## src/rtl/photodiode_delay_array.sv

```systemverilog
// N-channel photodiode transit-time meter: timestamps thermometer-ordered PD edges,
// publishes per-step and total delays, and flags order, glitch and timeout aborts.
//
// state   | meaning
// IDLE    | beam clear, waiting for PD[0] alone to start a run
// MEASURE | counting ticks, latching a timestamp on each new channel
// DONE    | one cycle, results loaded and meas_valid high
// REARM   | waiting for all channels to clear before the next run
module photodiode_delay_array #(
   parameter int N_CH       = 5,
   parameter int CNT_W      = 12,
   parameter int PRESCALE   = 1,
   parameter int TIMEOUT    = 4095,
   parameter int ACT_THRESH = 2000
) (
   input  logic                        clk,
   input  logic                        rst,
   input  logic [N_CH-1:0]             PD,
   output logic [(N_CH-1)*CNT_W-1:0]   step_delays,
   output logic [CNT_W-1:0]            total_delay,
   output logic                        meas_valid,
   output logic                        button_activate,
   output logic                        seq_err,
   output logic                        timeout_err,
   output logic                        busy
);

   localparam int LVL_W = $clog2(N_CH + 1);
   localparam int PS_W  = (PRESCALE > 1) ? $clog2(PRESCALE) : 1;

   typedef enum logic [1:0] {IDLE, MEASURE, DONE, REARM} state_t;

   state_t                     state;
   logic [N_CH-1:0]            pd_meta;
   logic [N_CH-1:0]            ps;
   logic [PS_W-1:0]            presc;
   logic [CNT_W-1:0]           cnt;
   logic [CNT_W-1:0]           cnt_next;
   logic [LVL_W-1:0]           prev_lvl;
   logic [CNT_W-1:0]           t_reg  [1:N_CH-1];
   logic [CNT_W-1:0]           t_next [1:N_CH-1];
   logic [(N_CH-1)*CNT_W-1:0]  steps_next;
   logic [CNT_W-1:0]           t_prev;
   logic [N_CH-1:0]            thermo_code;
   logic                       thermo;
   logic                       run;
   logic                       tick;
   int                         lvl;
   int                         prev_i;

   always_comb begin
      lvl         = 0;
      run         = 1'b1;
      thermo_code = '0;
      for (int i = 0; i < N_CH; i++) begin
         if (run && ps[i]) lvl = lvl + 1;
         else              run = 1'b0;
      end
      for (int i = 0; i < N_CH; i++) thermo_code[i] = (i < lvl);
   end

   assign thermo   = (ps == thermo_code);
   assign prev_i   = int'(prev_lvl);
   assign tick     = (presc == PS_W'(PRESCALE - 1));
   assign cnt_next = (cnt == CNT_W'(TIMEOUT)) ? cnt : cnt + CNT_W'(tick);
   assign busy     = (state == MEASURE);

   // Timestamps use the post-tick count so a step of n clocks reads n ticks at PRESCALE=1.
   always_comb begin
      steps_next = '0;
      t_prev     = '0;
      for (int k = 1; k < N_CH; k++) begin
         t_next[k] = t_reg[k];
         if (k >= prev_i && k < lvl) t_next[k] = cnt_next;
         steps_next[(k-1)*CNT_W +: CNT_W] = t_next[k] - t_prev;
         t_prev = t_next[k];
      end
   end

   always_ff @(posedge clk or negedge rst) begin
      if (!rst) begin
         pd_meta         <= '0;
         ps              <= '0;
         state           <= IDLE;
         presc           <= '0;
         cnt             <= '0;
         prev_lvl        <= '0;
         for (int k = 1; k < N_CH; k++) t_reg[k] <= '0;
         step_delays     <= '0;
         total_delay     <= '0;
         meas_valid      <= 1'b0;
         button_activate <= 1'b0;
         seq_err         <= 1'b0;
         timeout_err     <= 1'b0;
      end else begin
         pd_meta <= PD;
         ps      <= pd_meta;
         case (state)
            IDLE: begin
               if (ps != '0) begin
                  if (ps == N_CH'(1)) begin
                     state           <= MEASURE;
                     presc           <= '0;
                     cnt             <= '0;
                     prev_lvl        <= LVL_W'(1);
                     for (int k = 1; k < N_CH; k++) t_reg[k] <= '0;
                     button_activate <= 1'b0;
                     seq_err         <= 1'b0;
                     timeout_err     <= 1'b0;
                  end else begin
                     state <= REARM;
                  end
               end
            end
            MEASURE: begin
               presc    <= tick ? '0 : presc + PS_W'(1);
               cnt      <= cnt_next;
               t_reg    <= t_next;
               prev_lvl <= LVL_W'(lvl);
               if (!thermo || lvl < prev_i) begin
                  seq_err <= 1'b1;
                  state   <= REARM;
               end else if (lvl == N_CH) begin
                  step_delays     <= steps_next;
                  total_delay     <= t_next[N_CH-1];
                  meas_valid      <= 1'b1;
                  button_activate <= (t_next[N_CH-1] <= CNT_W'(ACT_THRESH));
                  state           <= DONE;
               end else if (cnt == CNT_W'(TIMEOUT)) begin
                  timeout_err <= 1'b1;
                  state       <= REARM;
               end
            end
            DONE: begin
               meas_valid <= 1'b0;
               state      <= REARM;
            end
            REARM: begin
               if (ps == '0) state <= IDLE;
            end
            default: state <= IDLE;
         endcase
      end
   end

endmodule
```

## config.mk

```make
export PLATFORM = sky130hd
export DESIGN_NAME = photodiode_delay_array
export DESIGN_NICKNAME = d
export VERILOG_FILES = /design/src/rtl/photodiode_delay_array.sv
export SDC_FILE = /design/constraint.sdc
export NUM_CORES = 1
export LEC_CHECK = 0
export CAP_MARGIN = 20
export CORE_UTILIZATION = 55
export CTS_CLUSTER_DIAMETER = 120
export DETAILED_ROUTE_END_ITERATION = 7
export PLACE_DENSITY = 0.77
export SYNTH_ARGS = -nofsm -noshare
export SYNTH_HDL_FRONTEND = slang
export SYNTH_SLANG_ARGS = --single-unit
export TNS_END_PERCENT = 50
```

## constraint.sdc

```tcl
create_clock -name clk -period 6.1 [get_ports clk]
set_clock_uncertainty 0.05 [all_clocks]
set_input_delay 1.83 -clock clk [delete_from_list [all_inputs] [get_ports clk]]
set_output_delay 1.83 -clock clk [all_outputs]
set_load 0.02 [all_outputs]
```

# After elaboration in Yosys (flattened, before gate mapping)
# Index checks and enable logic that the tools add are counted.
# op_classes
addsub,9
mul,0
n_div,0
order_cmp,11
n_eq_ne,16
shifts,0
n_mux,46
bitwise,2
n_reduce_logical,22
# ops
cell,count
$add 32x2->32 const B,4
$mux 32,4
$mux 48,2
$pmux 48 s2,1
$mux 12,7
$lt 3x32->1 const A,2
$sub 12x12->12,3
$eq 32x4->1 const B,1
$lt 1x32->1 const A,1
$lt 2x32->1 const A,1
$lt 32x4->1,1
$lt 4x32->1 const A,1
$pmux 12 s2,1
$mux 1,16
$add 12x1->12,1
$eq 12x12->1 const B,1
$le 12x11->1 const B,1
$mux 2,6
$reduce_and 3->1,4
$ne 2x2->1 const B,5
$pmux 1 s2,5
$logic_and 1x1->1,8
$pmux 2 s4,1
$ge 2x3->1 const A,2
21 further kinds,27
# totals
register_bits,140
latch_bits,0
mem_bits_rw,0
romBits,0
out_inout_bits,65
elab_cells,122
n_memories,0

# Longest topological paths before layout
# Gate-level depths: netlist of run 1.
# depth
word_depth,16
mapped_depth,27
depth_no_buf,25

# Worst setup path before layout of run 1
# Ideal clock, no wire load.
# synth_timing
kind,register to register
from,reg ps[0]
to,reg step_delays[44]
arrival_ns,4.929
t_required_ns,5.955
slack_ns,1.026
path_stages_with_launch,26
path_buffers,2
period_less_slack_ns,5.074
path_cell_list,dfrtp_1 buf_2 nand2_1 inv_2 ha_1 and3b_1 nor2_1 ha_1 and3_1 nor2_1 nand2_1 inv_2 nand2_1 nor2_1 buf_2 mux2i_1 ha_1 inv_1 fa_1 nand2_1 a22oi_1 nor3_1 o21ai_1 a211oi_1 nor3_1 o31ai_1
# synth_between
elab_chain_len,15
elab_cells_between_ends,34
# synth_rtl
item,line_no,rtl
"start, declared",35,logic [N_CH-1:0] ps;
"start signal, assigned",97,ps <= pd_meta;
branches (longest 15 deep; another with $add 32x2->32),-,
"end signal, assigned",124,step_delays <= steps_next;
"end, declared",19,"output logic [(N_CH-1)*CNT_W-1:0] step_delays,"
# Several ways; the timed one is not identified.
# A chain may end at the register's enable or synchronous reset.

==> results of run 1 <==
[metal layers]
layer	vias to the layer above	GRT usage, %
met2	220	44.4
met4	0	10.6
met1	3469	40.4
met5	-	0
li1	3383	-
met3	41	5.20
[worst max-delay path, stage by stage (launching register included)]
cell,delay [ns]
dfrtp_1,0.48
nand2_1,0.25
inv_2,0.09
ha_1,0.31
and3b_1,0.25
nor2_1,0.07
ha_1,0.25
and3_1,0.24
nor2_1,0.31
nand2_1,0.17
inv_2,0.13
nand2_1,0.10
nor2_1,0.20
buf_4,0.23
nand2_1,0.07
o21ai_0,0.17
inv_1,0.15
ha_1,0.31
a21oi_1,0.22
o21ai_0,0.13
and4_1,0.22
nor3_1,0.16
a221o_1,0.18
a21oi_1,0.11
a21oi_1,0.32
o21a_1,0.18
o211ai_1,0.09
[through the flow]
| stage | cells | setup slack, ns | power [mW] | util [%] |
|---|---|---|---|---|
| CTS | 1173 | 0.594 | 2.75 | 67.0 |
| global route | 1173 | 0.0593 | 2.86 | 67.0 |
| global placement | 1140 | 0.749 | 1.64 | 62.6 |
| floorplan | 911 | 1.03 | 1.45 | - |
| detailed placement | 1141 | 0.601 | 1.65 | 62.6 |
| finish | 1173 | 0.560 | 2.75 | 67.0 |
[power breakdown]
| group | switching (mW) | internal (mW) |
|---|---|---|
| sequential | 0.0374 | 0.956 |
| clock | 0.397 | 0.698 |
| combinational | 0.426 | 0.231 |
[Yosys cell counts (10+ instances only)]
library cell,n,area share (%)
a21oi_1,50,3.0
o31ai_1,11,1.0
nand3_1,23,1.4
nor3_1,20,1.2
ha_1,36,5.5
o21ai_1,20,1.2
dfrtp_1,139,42
o21ai_0,97,5.9
mux2i_1,32,3.9
clkbuf_1,25,1.1
a31oi_1,10,0.76
o21a_1,10,0.91
and2_1,10,0.76
a22o_1,12,1.3
nor2_1,41,1.9
a21o_1,11,1.0
xor2_1,14,1.5
xnor2_1,19,2.0
nand2_1,154,7.0
inv_1,38,1.7
[cell type report]
class                           instances  area share [%]
Multi-Input combinational cell        692            45.4
Clock buffer                           23            5.12
Inverter                               41            1.58
Tap cell                              184            2.37
Clock inverter                          9            1.38
Sequential cell                       139            35.7
Timing Repair Buffer                   85            8.39
[kinds of logic after synthesis]
| group | after synthesis |
|---|---|
| adder cells (fa/ha/maj) | 39 |
| buffers and inverters | 80 |
| flip-flops | 139 |
| XOR/XNOR | 33 |
| multiplexers | 40 |
| AO/OA/AOI/OAI | 277 |
| AND/OR/NAND/NOR | 303 |
[worst paths after layout]
kind | from | endpoint | slack (ns) | depth (start not counted)
setup / recovery | ps[0] | step_delays[47] | 0.56 | 26
hold / removal | pd_meta[4] | ps[4] | 0.30 | 0
setup reg to reg | ps[0] | step_delays[47] | 0.56 | 26
hold reg to reg | pd_meta[4] | ps[4] | 0.30 | 0
max in group asynchronous | rst | step_delays[31] | 3.61 | 2
min in group asynchronous | rst | state[1] | 1.35 | 1
==> results.md, run 1 <==
* Root Driver: clkbuf_16
* Post-route cell area at 0.00973 mm2
* F_max at 181 MHz
* Main combinational cell family by area after synthesis: compound AO/OA/AOI/OAI gates
* Worst setup SP type: register
* Leading cell types in the layout, fill and taps excluded: nand2_1 (154), dfrtp_1 (139), o21ai_0 (97), clkdlybuf4s50_1 (70), a21oi_1 (50)
* Final Hold Viols at 0
* Mean Syn Cell Area at 9.02 um2
* Post CTS Setup Buffer Count at 0
* Static Leakage at 4.39 nW
* Maximum root-to-sink buffer count at 2
* Endpoint class of the critical path: register
* Drt first pass iters at 5
* Final min period at 5.54 ns
* Post-Synth XOR/XNOR Area at 3.52%
* H-Tree Depth at 4
* Gp weighted congestion at 0.903
* Core area at 0.0145 mm2
* Setup TNS Final at 0 ns
* Layout cells sized above 1 at 8.70%
* First-pass GRT wire length at 35,300 um
* Layout area overhead at 18.4%
* CTS Sinks at 139
* Slew Viols, Final at 0
* Commonest non-fill, non-tap cell in the layout: nand2_1
* Multiplexer share of the synthesized area at 4.99%
* Synth Area in Compound Gates at 21.4%
* Final hold slack at 0.300 ns
* Total CTS buffers at 17
* Chip height at 124 um
* CTS tree: built
* Wire length on met3 at 1100 um
* Final WL at 21,400 um
* Register bit count reported by yosys at 139
* Insertion delay to the later sink of the worst-skew pair at 0.42 ns
* Hold buffer count at CTS at 0
* Crit Path Max Fanout at 11
* Maximum number of pins on one net before global-route repair at 71
* Initial antenna violation count at 0
* Boundary Pins at 72
* I/O Buffers at 71
* Post_cts resized at 0
* DRC viols at 0
* Antenna cell count at 0
* Area taken by multi-input logic gates at 0.00442 mm2
* Vias per std cell at 6.06
* Unrepaired setup endpoints after global routing: false
* Overall routing resource usage at 28.7%
* Max-cap viol count at 0
* Warnings from Yosys at 0
* Initial Utilization at 56.6%
* Dpl cell area at 0.00910 mm2
* Worst-margin pin slew at 1.04 ns
* Maximum VDD drop at 0.000277 V
* DRT iter0 DRCs at 582
* Post-Syn Instances at 911
* Cell variety after synth at 82
* Clock transition at path regs at 0.06 ns
* Predominant post-synthesis flop cell: dfrtp_1
* Vias in the first global route at 6,796
* Highest metal used: met4
* Syn nets at 955
* FF/Latch Area at 0.00348 mm2
* EDFF count, synth at 0
* Layout Nets at 1,020
* Drt wl/cell at 18.2 um
* M1 WL at 9930 um
* Post-synthesis sequential area ratio at 42.3%
* CP arrival at 5.79 ns
* Final worst-path cycle share at 90.8%
* Outcome: completed
* CP Class: register to register
* Simple-Gate Fraction of Synth Area at 17.7%
* Die ar. at 0.0154 mm2
* Post-route ant nets at 0
* Vias post-DR at 7,113
* Final HPWL DP at 15,200 um
* Worst endpoint required time at 6.35 ns
* Worst slew margin at 30.5%
* Post-synthesis async set-or-reset flop share at 100%
* Met2 WL at 9740 um
* Gr ovfl total at 0
* Die Wd at 124 um
* Synthesized area at 0.00822 mm2
* Power Dens Cells at 282 mW/mm2
* Final setup viols at 0
* Worst hold path type: register to register
* Fillers at 1,170
* Post-Synth Adder-Cell Area at 5.98%
* Placement Rows at 44
(Power assumes the default switching activity.)
==> inputs of run 2 (changes only) <==
CAP_MARGIN = default   (was 20)
==> run 2 against run 1 <==
Against the previous run: die area stayed put; highest routed layer unchanged; largest power group unchanged; core utilization fell by 0.086 points; wire length barely moved; flip-flop and latch count unchanged; setup slack got worse by 0.085 ns; first-iteration DRC count is 19% higher.
==> results.md, run 2 (same netlist as run 1, synthesis figures left out) <==
* Final WL at 21,400 um (about the same)
* Worst-margin pin slew at 1.24 ns (was 1.04 ns)
* Insertion delay to the later sink of the worst-skew pair at 0.43 ns (was 0.42 ns)
* DRT iter0 DRCs at 690 (was 582)
* Power Dens Cells at 283 mW/mm2 (was 282 mW/mm2)
* Placement Rows at 44 (unchanged)
* Post CTS Setup Buffer Count at 0 (unchanged)
* Layout Nets at 1,019 (was 1,020)
* CP arrival at 5.93 ns (was 5.79 ns)
* Post-route ant nets at 0 (unchanged)
* Worst slew margin at 17.2% (was 30.5%)
* Setup TNS Final at 0 ns (unchanged)
* Final HPWL DP at 15,200 um (about the same)
* Core area at 0.0145 mm2 (unchanged)
* CP Class: register to register (unchanged)
* F_max at 178 MHz (was 181 MHz)
* Drt first pass iters at 5 (unchanged)
* Die ar. at 0.0154 mm2 (unchanged)
* Maximum number of pins on one net before global-route repair at 71 (unchanged)
* Commonest non-fill, non-tap cell in the layout: nand2_1 (unchanged)
* Final setup viols at 0 (unchanged)
* Slew Viols, Final at 0 (unchanged)
* Vias per std cell at 5.99 (was 6.06)
* Crit Path Max Fanout at 11 (unchanged)
* Outcome: completed (unchanged)
* Gr ovfl total at 0 (unchanged)
* Vias post-DR at 7,026 (was 7,113)
* Gp weighted congestion at 0.903 (unchanged)
* Hold buffer count at CTS at 0 (unchanged)
* Maximum root-to-sink buffer count at 2 (unchanged)
* Endpoint class of the critical path: register (unchanged)
* Final min period at 5.62 ns (was 5.54 ns)
* Dpl cell area at 0.00909 mm2 (was 0.00910 mm2)
* Post_cts resized at 0 (unchanged)
* Worst setup SP type: register (unchanged)
* Final worst-path cycle share at 92.2% (was 90.8%)
* Clock transition at path regs at 0.06 ns (about the same)
* Drt wl/cell at 18.2 um (about the same)
* DRC viols at 0 (unchanged)
* H-Tree Depth at 4 (unchanged)
* Boundary Pins at 72 (unchanged)
* Worst hold path type: register to register (unchanged)
* Antenna cell count at 0 (unchanged)
* First-pass GRT wire length at 34,800 um (was 35,300 um)
* Worst endpoint required time at 6.40 ns (was 6.35 ns)
* Final Hold Viols at 0 (unchanged)
* Maximum VDD drop at 0.000223 V (was 0.000277 V)
* Vias in the first global route at 6,637 (was 6,796)
* Layout cells sized above 1 at 8.50% (was 8.70%)
* Non-filler cells, final at 1,172 (was 1,173)
* Die Wd at 124 um (unchanged)
* Initial Utilization at 56.6% (unchanged)
* Unrepaired setup endpoints after global routing: false (unchanged)
* Initial antenna violation count at 0 (unchanged)
* Final total power at 2.75 mW (about the same)
* Root Driver: clkbuf_16 (unchanged)
* Post-route cell area at 0.00972 mm2 (was 0.00973 mm2)
* Final hold slack at 0.297 ns (was 0.300 ns)
* Chip height at 124 um (unchanged)
* Placed insts at 1,140 (was 1,141)
* CTS Sinks at 139 (unchanged)
* CTS tree: built (unchanged)
* I/O Buffers at 71 (unchanged)
* Max-cap viol count at 0 (unchanged)
* Layout area overhead at 18.2% (was 18.4%)
* Static Leakage at 4.39 nW (about the same)
* Total CTS buffers at 17 (unchanged)
* Leading cell types in the layout, fill and taps excluded: nand2_1 (154), dfrtp_1 (139), o21ai_0 (97), clkdlybuf4s50_1 (70), a21oi_1 (50) (unchanged)
* Overall routing resource usage at 28.6% (was 28.7%)
[run 2: layer usage]
| metal | vias up | GRT usage (%) | part of all wire (%) |
|---|---|---|---|
| li1 | 3378 | - | - |
| met1 | 3388 | 39.9 | 46 |
| met2 | 226 | 44.1 | 46 |
| met3 | 34 | 6.14 | 6.0 |
| met4 | 0 | 9.78 | 2.5 |
| met5 | - | 0 | 0 |
[run 2: path summary, 6_finish.rpt]
kind	start	to	slack [ns]	cells past startpoint
setup / recovery	ps[0]	step_delays[45]	0.48	26
hold / removal	pd_meta[4]	ps[4]	0.30	0
setup reg to reg	ps[0]	step_delays[45]	0.48	26
hold reg to reg	pd_meta[4]	ps[4]	0.30	0
max in group asynchronous	rst	step_delays[31]	3.61	2
min in group asynchronous	rst	meas_valid	1.33	1
[run 2: where the power goes]
part / total [mW] / switching (mW) / internal [mW]
registers: 0.993 / 0.0373 / 0.956
clock network: 1.11 / 0.405 / 0.705
logic: 0.645 / 0.415 / 0.230
[run 2: worst max-delay path, cell delays in order (launching register included)]
cell and delay, ns:
dfrtp_1 0.48, nand2_1 0.25, inv_2 0.09, ha_1 0.31, and3b_1 0.25, nor2_1 0.07, ha_1 0.25, and3_1 0.24
nor2_1 0.34, nand2_1 0.17, inv_2 0.12, nand2_1 0.10, nor2_1 0.19, buf_4 0.24, nand2_1 0.07, o21ai_0 0.17
inv_1 0.15, ha_1 0.31, a21oi_1 0.24, o21ai_0 0.13, and4_1 0.23, nor3_1 0.17, a221o_1 0.18, a21oi_1 0.11
a21oi_1 0.32, o211ai_1 0.15, o21ai_1 0.17
[run 2: layout make-up]
| cell class | count | area (um2) |
|---|---|---|
| flip-flops and latches | 139 | 3480 |
| clock inverters | 11 | 166 |
| fillers | 1183 | 4810 |
| inverters | 41 | 154 |
| well taps | 184 | 230 |
| repair buffers | 84 | 810 |
| multi-input cells | 692 | 4420 |
| clock buffers | 21 | 460 |
[run 2: through the flow]
stage,setup WS (ns),util (%)
after detailed placement,0.580,62.6
final,0.475,66.9
after global routing,0.0267,66.9
after CTS,0.569,66.9
after global placement,0.749,62.6
after floorplan,1.03,-
